File: src/rtl/instr_prefetch.sv
// instr_prefetch: sequential instruction prefetch buffer between a CPU fetch
// port and a pipelined memory read port (Avalon-MM style).
//
// The buffer holds up to DEPTH words for consecutive addresses starting at
// head_addr. A request matching head_addr is served from the buffer head in
// the same cycle. A request to any other address flushes the buffer, redirects
// fetching and drains the reads still in flight.
//
// Ports
//   clk, rst            clock; asynchronous active-low reset
//   cpu_read            CPU fetch request, held until cpu_readdatavalid
//   cpu_address         CPU fetch byte address
//   cpu_byteenable      accepted and ignored
//   cpu_readdata        instruction word (memory byte order)
//   cpu_waitrequest     request not served this cycle
//   cpu_readdatavalid   cpu_readdata valid this cycle
//   mem_read            memory read request
//   mem_address         memory byte address
//   mem_byteenable      always 4'b1111
//   mem_readdata        memory response data
//   mem_waitrequest     memory stalls the current request
//   mem_readdatavalid   memory response valid, in request order
module instr_prefetch #(
   parameter int unsigned DEPTH      = 4,
   parameter logic [31:0] RESET_ADDR = 32'h0
) (
   input  logic        clk,
   input  logic        rst,
   input  logic        cpu_read,
   input  logic [31:0] cpu_address,
   input  logic [3:0]  cpu_byteenable,
   output logic [31:0] cpu_readdata,
   output logic        cpu_waitrequest,
   output logic        cpu_readdatavalid,
   output logic        mem_read,
   output logic [31:0] mem_address,
   output logic [3:0]  mem_byteenable,
   input  logic [31:0] mem_readdata,
   input  logic        mem_waitrequest,
   input  logic        mem_readdatavalid
);
   localparam int unsigned PW = $clog2(DEPTH);
   localparam int unsigned CW = $clog2(DEPTH + 1);
   localparam int unsigned SW = CW + 1;

   // RUN: issuing allowed. DRAIN: stale reads in flight, responses dropped.
   typedef enum logic {RUN, DRAIN} state_t;

   state_t                  state_q, state_d;
   logic [CW-1:0]           count_q, count_d;
   logic [CW-1:0]           outst_q, outst_d;
   logic [CW-1:0]           discard_q, discard_d;
   logic [PW-1:0]           rd_ptr_q, rd_ptr_d;
   logic [PW-1:0]           wr_ptr_q, wr_ptr_d;
   logic [31:0]             head_addr_q, head_addr_d;
   logic [31:0]             fetch_addr_q, fetch_addr_d;
   logic [31:0]             redir_addr_q, redir_addr_d;
   logic                    pending_q, pending_d;
   logic                    mark_q, mark_d;
   logic [DEPTH-1:0][31:0]  fifo_q, fifo_d;

   logic hit, miss, room, accept, stall, stale, push, drop;
   logic unused_be;

   assign unused_be = ^cpu_byteenable;

   assign hit    = cpu_read && (count_q != '0) && (cpu_address == head_addr_q);
   assign miss   = cpu_read && (cpu_address != head_addr_q);
   assign room   = ({1'b0, count_q} + {1'b0, outst_q}) < SW'(DEPTH);
   // Gated by rst so nothing is requested while held in reset; the first
   // request appears as soon as reset is released.
   assign mem_read = rst && (pending_q || ((state_q == RUN) && room));
   assign accept = mem_read && !mem_waitrequest;
   assign stall  = mem_read && mem_waitrequest;
   // The word accepted this cycle is for a superseded address when a miss
   // arrived while it was stalled (mark_q) or arrives in the accepting cycle.
   assign stale  = accept && (mark_q || miss);
   assign drop   = mem_readdatavalid && (state_q == DRAIN);
   assign push   = mem_readdatavalid && (state_q == RUN);

   assign cpu_readdatavalid = hit;
   assign cpu_waitrequest   = cpu_read && !hit;
   assign cpu_readdata      = fifo_q[rd_ptr_q];
   assign mem_address       = fetch_addr_q;
   assign mem_byteenable    = 4'b1111;

   always_comb begin
      fifo_d       = fifo_q;
      count_d      = count_q;
      rd_ptr_d     = rd_ptr_q;
      wr_ptr_d     = wr_ptr_q;
      head_addr_d  = head_addr_q;
      fetch_addr_d = fetch_addr_q;
      discard_d    = discard_q;
      outst_d      = outst_q + CW'(accept) - CW'(mem_readdatavalid);
      pending_d    = stall;
      // A redirect during a stall is remembered; the stalled request keeps
      // its address on the bus until memory takes it.
      mark_d       = stall && (mark_q || miss);
      redir_addr_d = (stall && miss) ? cpu_address : redir_addr_q;

      if (miss) begin
         count_d     = '0;
         rd_ptr_d    = '0;
         wr_ptr_d    = '0;
         head_addr_d = cpu_address;
         // Everything still in flight after this edge is for old addresses.
         discard_d   = outst_q - CW'(mem_readdatavalid) + CW'(stale);
      end else begin
         if (push) begin
            fifo_d[wr_ptr_q] = mem_readdata;
            wr_ptr_d         = wr_ptr_q + PW'(1);
         end
         if (hit) begin
            rd_ptr_d    = rd_ptr_q + PW'(1);
            head_addr_d = head_addr_q + 32'd4;
         end
         count_d   = count_q + CW'(push) - CW'(hit);
         discard_d = discard_q - CW'(drop) + CW'(stale);
      end

      if (miss && !stall)
         fetch_addr_d = cpu_address;
      else if (accept)
         fetch_addr_d = mark_q ? redir_addr_q : fetch_addr_q + 32'd4;

      state_d = (discard_d != '0) ? DRAIN : RUN;
   end

   always_ff @(posedge clk or negedge rst) begin
      if (!rst) begin
         state_q      <= RUN;
         count_q      <= '0;
         outst_q      <= '0;
         discard_q    <= '0;
         rd_ptr_q     <= '0;
         wr_ptr_q     <= '0;
         head_addr_q  <= RESET_ADDR;
         fetch_addr_q <= RESET_ADDR;
         redir_addr_q <= RESET_ADDR;
         pending_q    <= 1'b0;
         mark_q       <= 1'b0;
      end else begin
         state_q      <= state_d;
         count_q      <= count_d;
         outst_q      <= outst_d;
         discard_q    <= discard_d;
         rd_ptr_q     <= rd_ptr_d;
         wr_ptr_q     <= wr_ptr_d;
         head_addr_q  <= head_addr_d;
         fetch_addr_q <= fetch_addr_d;
         redir_addr_q <= redir_addr_d;
         pending_q    <= pending_d;
         mark_q       <= mark_d;
      end
   end

   // Data storage needs no reset: count_q gates every read of it.
   always_ff @(posedge clk) begin
      fifo_q <= fifo_d;
   end
endmodule

File: config.mk
export PLATFORM = sky130hd
export DESIGN_NAME = instr_prefetch
export DESIGN_NICKNAME = d
export VERILOG_FILES = /design/src/rtl/instr_prefetch.sv
export SDC_FILE = /design/constraint.sdc
export NUM_CORES = 1
export LEC_CHECK = 0
export CORE_MARGIN = 1.5
export CORE_UTILIZATION = 50
export CTS_CLUSTER_DIAMETER = 120
export DETAILED_ROUTE_END_ITERATION = 16
export PLACE_DENSITY = 0.8
export SLEW_MARGIN = 20
export SYNTH_ARGS = -nofsm -noshare
export SYNTH_HDL_FRONTEND = slang
export SYNTH_SLANG_ARGS = --single-unit
File: constraint.sdc
create_clock -name clk -period 3.4 [get_ports clk]
set_clock_uncertainty 0.05 [all_clocks]
set_input_delay 0.68 -clock clk [delete_from_list [all_inputs] [get_ports clk]]
set_output_delay 0.68 -clock clk [all_outputs]
set_load 0.02 [all_outputs]
Yosys cells after proc, flatten, opt, wreduce, memory -nomap -nowiden
Index checks and enable logic that the tools add are counted.
{"block": "op_classes", "bitwise_logic": 2, "n_mux": 17, "reduce_logical": 26, "n_addsub": 13, "eq_ne": 2, "magnitude_cmp": 4}
{"operator": "$mux W32", "n": 7}
{"operator": "$bwmux W128", "n": 1}
{"operator": "$add A32 B3 Y32 const B", "n": 2}
{"operator": "$bmux W32 S2", "n": 1}
{"operator": "$demux W32 S2", "n": 1}
{"operator": "$eq A32 B32 Y1", "n": 1}
{"operator": "$ne A32 B32 Y1", "n": 1}
{"operator": "$logic_and A1 B1 Y1", "n": 15}
{"operator": "$add A3 B1 Y3", "n": 4}
{"operator": "$sub A3 B1 Y3", "n": 4}
{"operator": "$mux W2", "n": 4}
{"operator": "$lt A2 B3 Y1 const B", "n": 2}
{"operator": "$mux W3", "n": 2}
{"operator": "$reduce_bool A2 Y1", "n": 3}
{"operator": "$reduce_bool A3 Y1", "n": 2}
{"operator": "$add A2 B1 Y2 const B", "n": 2}
{"operator": "$add A3 B3 Y4", "n": 1}
{"operator": "$lt A4 B3 Y1 const B", "n": 1}
{"operator": "$logic_not A1 Y1", "n": 3}
{"operator": "$ge A2 B1 Y1 const B", "n": 1}
{"operator": "$logic_or A1 B1 Y1", "n": 2}
{"operator": "$not A1 Y1", "n": 2}
{"operator": "$reduce_and A2 Y1", "n": 1}
{"operator": "$mux W1", "n": 1}
{"block": "totals", "in_bits": 73, "elab_cells": 79, "reg_bits": 240}

Logic depth before layout (Yosys ltp)
Gate-level depths: netlist of run 1.
{"block": "depth", "word_depth": 11, "ltp_mapped": 16, "depth_no_buf": 14}

Worst setup path after synthesis of run 1
OpenSTA, ideal clock, no wires.
{"block": "synth_path", "kind": "input-to-reg", "start": "input port cpu_address[17]", "end": "register state_q", "required_time_ps": 3232, "arrival_time_ps": 3647, "setup_slack_ps": -415, "stages": 13, "path_buffers": 1, "cell_sequence": "xor2_1 > nor4_1 > nand4_2 > nor2_2 > nor2_1 > buf_2 > o21ai_0 > ha_1 > inv_1 > ha_1 > fa_1 > or3_1 > a21o_1"}
{"block": "synth_between", "elab_chain_len": 8, "word_cells_on_any_way": 9, "cone_classes": "2 x add/sub; 1 x eq/ne; 2 x mux; 4 x reduce/logical"}
{"element": "start: declaration", "line_no": "30", "text": "input logic [31:0] cpu_address,"}
{"element": "$ne A32 B32 Y1 *", "line_no": "68", "text": "assign miss = cpu_read && (cpu_address != head_addr_q);"}
{"element": "$logic_and A1 B1 Y1 *", "line_no": "68"}
{"element": "$logic_or A1 B1 Y1", "line_no": "77", "text": "assign stale = accept && (mark_q || miss);"}
{"element": "$logic_and A1 B1 Y1", "line_no": "77"}
{"element": "$add A3 B1 Y3, on equally long branches", "line_no": "119, 108"}
{"element": "$mux W3 *", "line_no": "102", "text": "if (miss) begin"}
{"element": "$reduce_bool A3 Y1 *", "line_no": "127", "text": "state_d = (discard_d != '0) ? DRAIN : RUN;"}
{"element": "$mux W1 *", "line_no": "127"}
{"element": "named net state_d", "line_no": "49", "text": "state_t state_q, state_d;"}
{"element": "end signal: assignment", "line_no": "144", "text": "state_q <= state_d;"}
{"element": "end: declaration", "line_no": "49"}
The timed path passes the listed nets; every way through them passes the cells marked *.
A chain may end at the register's enable or synchronous reset.

Worst setup path after layout of run 1
{"block": "layout_path", "start": "input port cpu_address[22]", "end": "output port cpu_readdatavalid"}
{"block": "layout_between", "elab_chain_len": 2}
{"element": "$eq A32 B32 Y1", "line_no": "67", "text": "assign hit = cpu_read && (count_q != '0) && (cpu_address == head_addr_q);"}
{"element": "$logic_and A1 B1 Y1", "line_no": "67"}
{"element": "end: declaration", "line_no": "34", "text": "output logic cpu_readdatavalid,"}
Every way passes these cells.

==> impl_metrics.toml, run 1 <==
[route]
wirelength_um = 28700
final_antenna_net_count = 0
drt-pass1-iter-count = 5
vias = 8146
wl_per_cell_um = 21.1
via_per_inst = 5.98
drt_iter0_drc = 635
drc_errors = 0

[critical_path]
cp-endpoint = "cpu_readdatavalid"
start_kind = "input port"
slowest_stage = "clkdlybuf4s50_1"
r2r_setup_slack_ns = 0.23
end_kind = "output port"
cpMostUsedCell = "buf_6"
crit_start = "cpu_address[22]"
arrival_ns = 2.57
path_cells = "clkdlybuf4s50_1 -> xor2_1 -> nor4_2 -> nand4_4 -> buf_6 -> nor3_4 -> buf_6 -> clkdlybuf4s15_2"
reg2reg_to = "state_q"
ff2ff_path_depth = 12
required_ns = 2.67
worstSetupPathType = "in -> out"
rr_startpoint = "head_addr_q[9]"
crit_path_max_incr_delay_ns = 0.48
cp_max_fo = 4

[floorplanning]
dieArea_um2 = 23800
core_um2 = 22600
die_w_um = 154
rows = 55
ioPinCount = 144
start_util_pct = 50.7
die_h_um = 154

[placed_design]
dp_hpwl_um = 19900
io_buffers = 135
place_inst = 1312
gp_congestion = 0.887

[logic_synthesis]
ys_ff_latch = 240
ys.flop_type = "edfxtp_1"
seq_area_frac_synth_pct = 58.1
async_reset_ff_share_pct = 46.7
avgSynthCellArea_um2 = 13.4
synth-edff-count = 128
syn_inst = 854
synthTopCellsByArea = "edfxtp_1, dfrtp_1, mux4_2, mux2_2, xor2_1"
ys_types = 72
yosys_warnings = 0
synth_top_area_cell = "edfxtp_1"
syn-cell-area_um2 = 11400
yosysTopAreaCellShare_pct = 33.6

[timing]
setup_viol_count_final = 0
clock.fmax_ghz = 0.303
max_slew.worst_pin.slew_ns = 0.807
report.final.slew_viol_count = 0
fin_crit_sh_pct = 97.1
relSlewSlack_pct = 46.0
tns_ns = 0
fin_crit_ns = 3.30
finalHoldViolCount = 0
rsz0062_at_grt = "no"

[global_route]
grt_pass1_wl_um = 45100
antenna_found_initial = 0
grt_pass1_vias = 8193
gr-total-overflow = 0
grt_max_degree = 57
track_usage_pct = 24.3

[clock_tree]
cts_buffers = 26
cts_tree = "yes"
cts_buffer_depth = 3
clkLatencyLatePin_ns = 0.53
clk_root_buffer_cell = "clkbuf_16"
cts_hold_buf = 0
htree_levels = 1
path_clk_slew_ns = 0.06
cts.sinks = 240

[cells_and_area]
final_nets = 1150
drive_gt1_share_pct = 21.4
syn_to_final_growth_pct = 28.0
layout_common_cells = "edfxtp_1, dfrtp_1, clkdlybuf4s50_1"
num_antenna_cells = 0
fillCellCount = 1636
stdcell_count = 1362
layout_commonest_cell = "edfxtp_1"

[power_and_ir_drop]
p_leak_nw = 5.87
ir_drop_mv = 0.382
total_power_mw = 7.68
powerDensity_nw_per_um2 = 524

[job]
maxCapViolCount = 0

[worst_hold_path]
min_path_type = "in -> async"

[status]
outcome = "finished, final reports clean"
==> registers in the layout, summed over array words and instances (netlist names) <==
register and flops:
fifo_q 128, head_addr_q 32, mem_address 32, redir_addr_q 32
count_q 3, discard_q 3, outst_q 3, rd_ptr_q 2
wr_ptr_q 2, mark_q 1, pending_q 1, state_q 1
==> where the power goes <==
part,internal (mW),switching (mW)
Sequential,3.38,0.259
Clock,1.48,1.13
Combinational,0.736,0.698
Total,5.60,2.09
==> layer usage <==
metal | up-vias | GRT usage (%) | share of wire, %
li1 | 3670 | - | -
met5 | - | 0 | 0
met2 | 370 | 40.1 | 48
met3 | 51 | 4.12 | 7.5
met4 | 0 | 7.46 | 2.4
met1 | 4055 | 33.4 | 42
==> cell families (layout without fill, tap and decap cells) <==
| group | count (synthesis) | after routing | synth area share (%) |
|---|---|---|---|
| AO/OA/AOI/OAI | 132 | 132 | 9.30 |
| XOR/XNOR | 61 | 61 | 4.67 |
| adder cells (fa/ha/maj) | 20 | 20 | 2.45 |
| buffers and inverters | 90 | 310 | 3.50 |
| flip-flops | 240 | 240 | 58.1 |
| multiplexers | 90 | 90 | 11.8 |
| other | 1 | 4 | 0.0328 |
| AND/OR/NAND/NOR | 220 | 220 | 10.2 |
==> timing repair <==
action | CTS | global route
resized for setup | 29 | 22
pin swaps | 12 | 11
setup endpoints to repair | 4 | 6
buffers inserted | 1 | 1
==> synthesized netlist by cell type, types with 5 or more instances <==
cell and instances:
ha_1 16, o2111ai_1 5, nor3_1 11, and2_1 8
a211o_1 6, nand4_1 19, and3_1 18, o211ai_1 12
inv_1 42, buf_1 7, nand2_1 40, mux2i_1 21
edfxtp_1 128, a221oi_1 5, dfrtp_1 112, xnor2_1 22
clkbuf_1 17, a21oi_1 16, xor2_1 39, buf_4 8
and4_1 6, mux2_2 34, nor4_1 17, buf_2 14
o221a_2 7, nand3_1 36, o31a_1 6, o21ai_0 13
nor2_1 40, or3_1 7, a221o_1 6, mux4_2 32
a222oi_1 7
==> per-stage QoR <==
stage               worst slack (ns)  hold WS, ns  instance area, µm²  utilization [%]
finish                        0.0972        0.129               14700             64.9
global route                0.000324        0.116               14700             64.9
CTS                         0.000715        0.111               14600             64.6
detailed placement            -0.605        0.441               13700             60.7
global placement              -0.627        0.428               13700             60.7
floorplan                     -0.158        0.334               11500                -
==> worst min path at each step <==
stage	startpoint	to	slack, ns
after floorplan	rst	count_q[0]	0.33
after global placement	redir_addr_q[30]	redir_addr_q[30]	0.43
after detailed placement	redir_addr_q[3]	redir_addr_q[3]	0.44
after CTS	rst	pending_q	0.11
after global routing	rst	head_addr_q[10]	0.12
final	rst	pending_q	0.13
==> worst max-delay path: cells and delay by family <==
family / cells / cell delay, ns
buffers and inverters: 4 / 1.03
and+or+nand+nor: 3 / 0.62
xor gates and xnor gates: 1 / 0.23
==> final cells by class <==
type	instances	area [µm²]	share of cell area [%]
flip-flops and latches	240	6650	45.4
multi-input cells	527	4540	31.0
repair buffers	220	2160	14.7
clock buffers	37	722	4.93
well taps	285	357	2.43
inverters	42	158	1.08
clock inverters	11	72.6	0.495
No activity file was read; power rests on OpenSTA's default activity.
==> run 2, diff against run 1 <==
- CTS_CLUSTER_SIZE: not set -> 8
- GPL_ROUTABILITY_DRIVEN: not set -> 0
==> run 2 against run 1 <==
First-iteration DRC count grew 24%. Sequential cell count is the same. Critical endpoint is now cpu_waitrequest. Die area is the same. Worst setup slack lost 0.037 ns. Non-clock buffer count shrank 9. Sequential power is essentially flat. Highest routed layer is now met5. Register-to-register slack lost 0.14 ns. Clock power grew 20%. Worst hold slack gained 0.24 ns. Largest cell class unchanged.
==> impl_metrics.toml, run 2 (synthesis gave the netlist of run 1 again) <==
[status]
outcome = "finished, final reports clean"

[route]
vias = 8380
drc_errors = 0
wl_per_cell_um = 21.7
via_per_inst = 6.16
final_antenna_net_count = 0
drt-pass1-iter-count = 5
drt_iter0_drc = 785
wirelength_um = 29600

[floorplanning]
rows = 55
die_h_um = 154
die_w_um = 154
core_um2 = 22600
dieArea_um2 = 23800
start_util_pct = 50.7
ioPinCount = 144

[critical_path]
slowest_stage = "clkdlybuf4s50_1"
end_kind = "output port"
required_ns = 2.67
critPathTopFamily = "buffers and inverters"
cp.buffers_inverters = 4
cp.depth = 9
cpMostUsedCell = "buf_6"
arrival_ns = 2.61
ff2ff_path_depth = 13
worstSetupPathType = "in -> out"
crit_path_max_incr_delay_ns = 0.45
cp_max_fo = 5
path_cells = "clkdlybuf4s50_1 -> xor2_1 -> nor4_2 -> nand4_4 -> buf_6 -> nor3_4 -> buf_6 -> nor2_1 -> clkdlybuf4s15_2"
start_kind = "input port"

[power_and_ir_drop]
power.share.clock_pct = 37.9
p_seq_share_pct = 44.5
p_comb_share_pct = 17.6
internal_power_mw = 6.02
p_leak_nw = 5.88
powerDensity_nw_per_um2 = 556
swShare_pct = 26.7
total_power_mw = 8.21
power.switching_mw = 2.19
ir_drop_mv = 0.336

[cells_and_area]
seq_area_um2 = 6650
layout_commonest_cell = "edfxtp_1"
drive_gt1_share_pct = 20.7
syn_to_final_growth_pct = 28.9
fin_util_pct = 65.4
largest_reg_flops = 128
fillCellCount = 1661
stdcell_count = 1360
layout_common_cells = "edfxtp_1, dfrtp_1, clkdlybuf4s50_1"
multi_input_area_um2 = 4540
top_register = "fifo_q"
final_nets = 1150

[global_route]
gr-total-overflow = 0
grt_pass1_vias = 8325
grt_pass1_wl_um = 46400
track_usage_pct = 25.2
grt_max_degree = 61
antenna_found_initial = 1

[timing]
relSlewSlack_pct = 32.5
report.final.slew_viol_count = 0
setup_viol_count_final = 0
fin_crit_ns = 3.34
finalHoldViolCount = 0
fin_crit_sh_pct = 98.2
max_slew.worst_pin.slew_ns = 1.00
clock.fmax_ghz = 0.299
fin_ws_ns = 0.0606

[clock_tree]
cts_tree = "yes"
path_clk_slew_ns = 0.05
cts_hold_buf = 0
cts_buffers = 35
clkLatencyLatePin_ns = 0.51
cts.sinks = 240
cts_buffer_depth = 3
htree_levels = 2
clk_root_buffer_cell = "clkbuf_16"

[worst_hold_path]
min_path_type = "in -> async"

[placed_design]
dp_hpwl_um = 19500
pre_cts_slack_ns = -0.598
io_buffers = 135
place_inst = 1302

[job]
maxCapViolCount = 0
[run 2: cell types whose count changed in the layout (fill, tap and decap cells not counted), moves of 3 or more]
cell	before	now
clkbuf_8	3	0
dlygate4sd2_1	10	15
dlymetal6s2s_1	16	11
clkbuf_16	26	35
buf_4	73	62
clkbuf_1	8	17
clkinv_2	5	0
[run 2: layout make-up]
| class | count | share of cell area, % |
|---|---|---|
| flip-flops and latches | 240 | 45.0 |
| multi-input cells | 527 | 30.8 |
| repair buffers | 211 | 14.1 |
| clock buffers | 52 | 6.37 |
| well taps | 285 | 2.42 |
| inverters | 42 | 1.07 |
| clock inverters | 2 | 0.220 |
| diodes | 1 | 0.0170 |
[run 2: worst register-to-register path, cell delays in order, from the launching register on]
cell	delay, ns
dfrtp_1	0.44
xor2_2	0.20
nor4_2	0.38
nand4_2	0.19
buf_6	0.16
nor2_4	0.13
nor2_4	0.05
o21ai_2	0.18
ha_1	0.25
inv_1	0.06
ha_1	0.16
fa_1	0.43
or3_1	0.37
a21o_1	0.16
[run 2: worst paths after layout]
check,slack [ns],start,to
max in group asynchronous,1.67,rst,redir_addr_q[1]
setup reg to reg,0.09,head_addr_q[29],state_q
setup / recovery,0.06,cpu_address[23],cpu_waitrequest
hold / removal,0.37,rst,head_addr_q[10]
min in group clk,0.44,redir_addr_q[30],redir_addr_q[30]
hold reg to reg,0.44,redir_addr_q[30],redir_addr_q[30]
[run 2: repair_timing]
| item | 4_1_cts | 5_1_grt |
|---|---|---|
| resized for setup | 32 | 24 |
| setup endpoints to repair | 4 | 5 |
| buffers inserted | 2 | 1 |
| cloned | 0 | 0 |
| pin swaps | 9 | 13 |
[run 2: power groups by stage]
| stage | clock [mW] | sequential (mW) | combinational, mW |
|---|---|---|---|
| floorplan | 0 | 3.69 | 0.751 |
| global placement | 0 | 3.67 | 1.34 |
| detailed placement | 0 | 3.68 | 1.39 |
| CTS | 3.17 | 3.64 | 1.40 |
| global route | 3.28 | 3.69 | 1.56 |
| finish | 3.12 | 3.65 | 1.44 |
[run 2: metrics by stage]
| stage | hold slack, ns | cell area, µm² | setup TNS [ns] |
|---|---|---|---|
| CTS | 0.390 | 14700 | 0 |
| global placement | 0.427 | 13600 | -2.73 |
| detailed placement | 0.434 | 13600 | -3.34 |
| finish | 0.367 | 14800 | 0 |
| global route | 0.424 | 14800 | -0.00353 |
| floorplan | 0.334 | 11500 | -1.81 |
[run 2: routing by layer]
metal	GRT usage (%)	vias to the layer above	part of all wire (%)
met2	41.0	447	48
met4	8.88	2	3.2
met5	0	-	0.037
li1	-	3682	-
met1	34.2	4160	40
met3	4.57	89	8.5
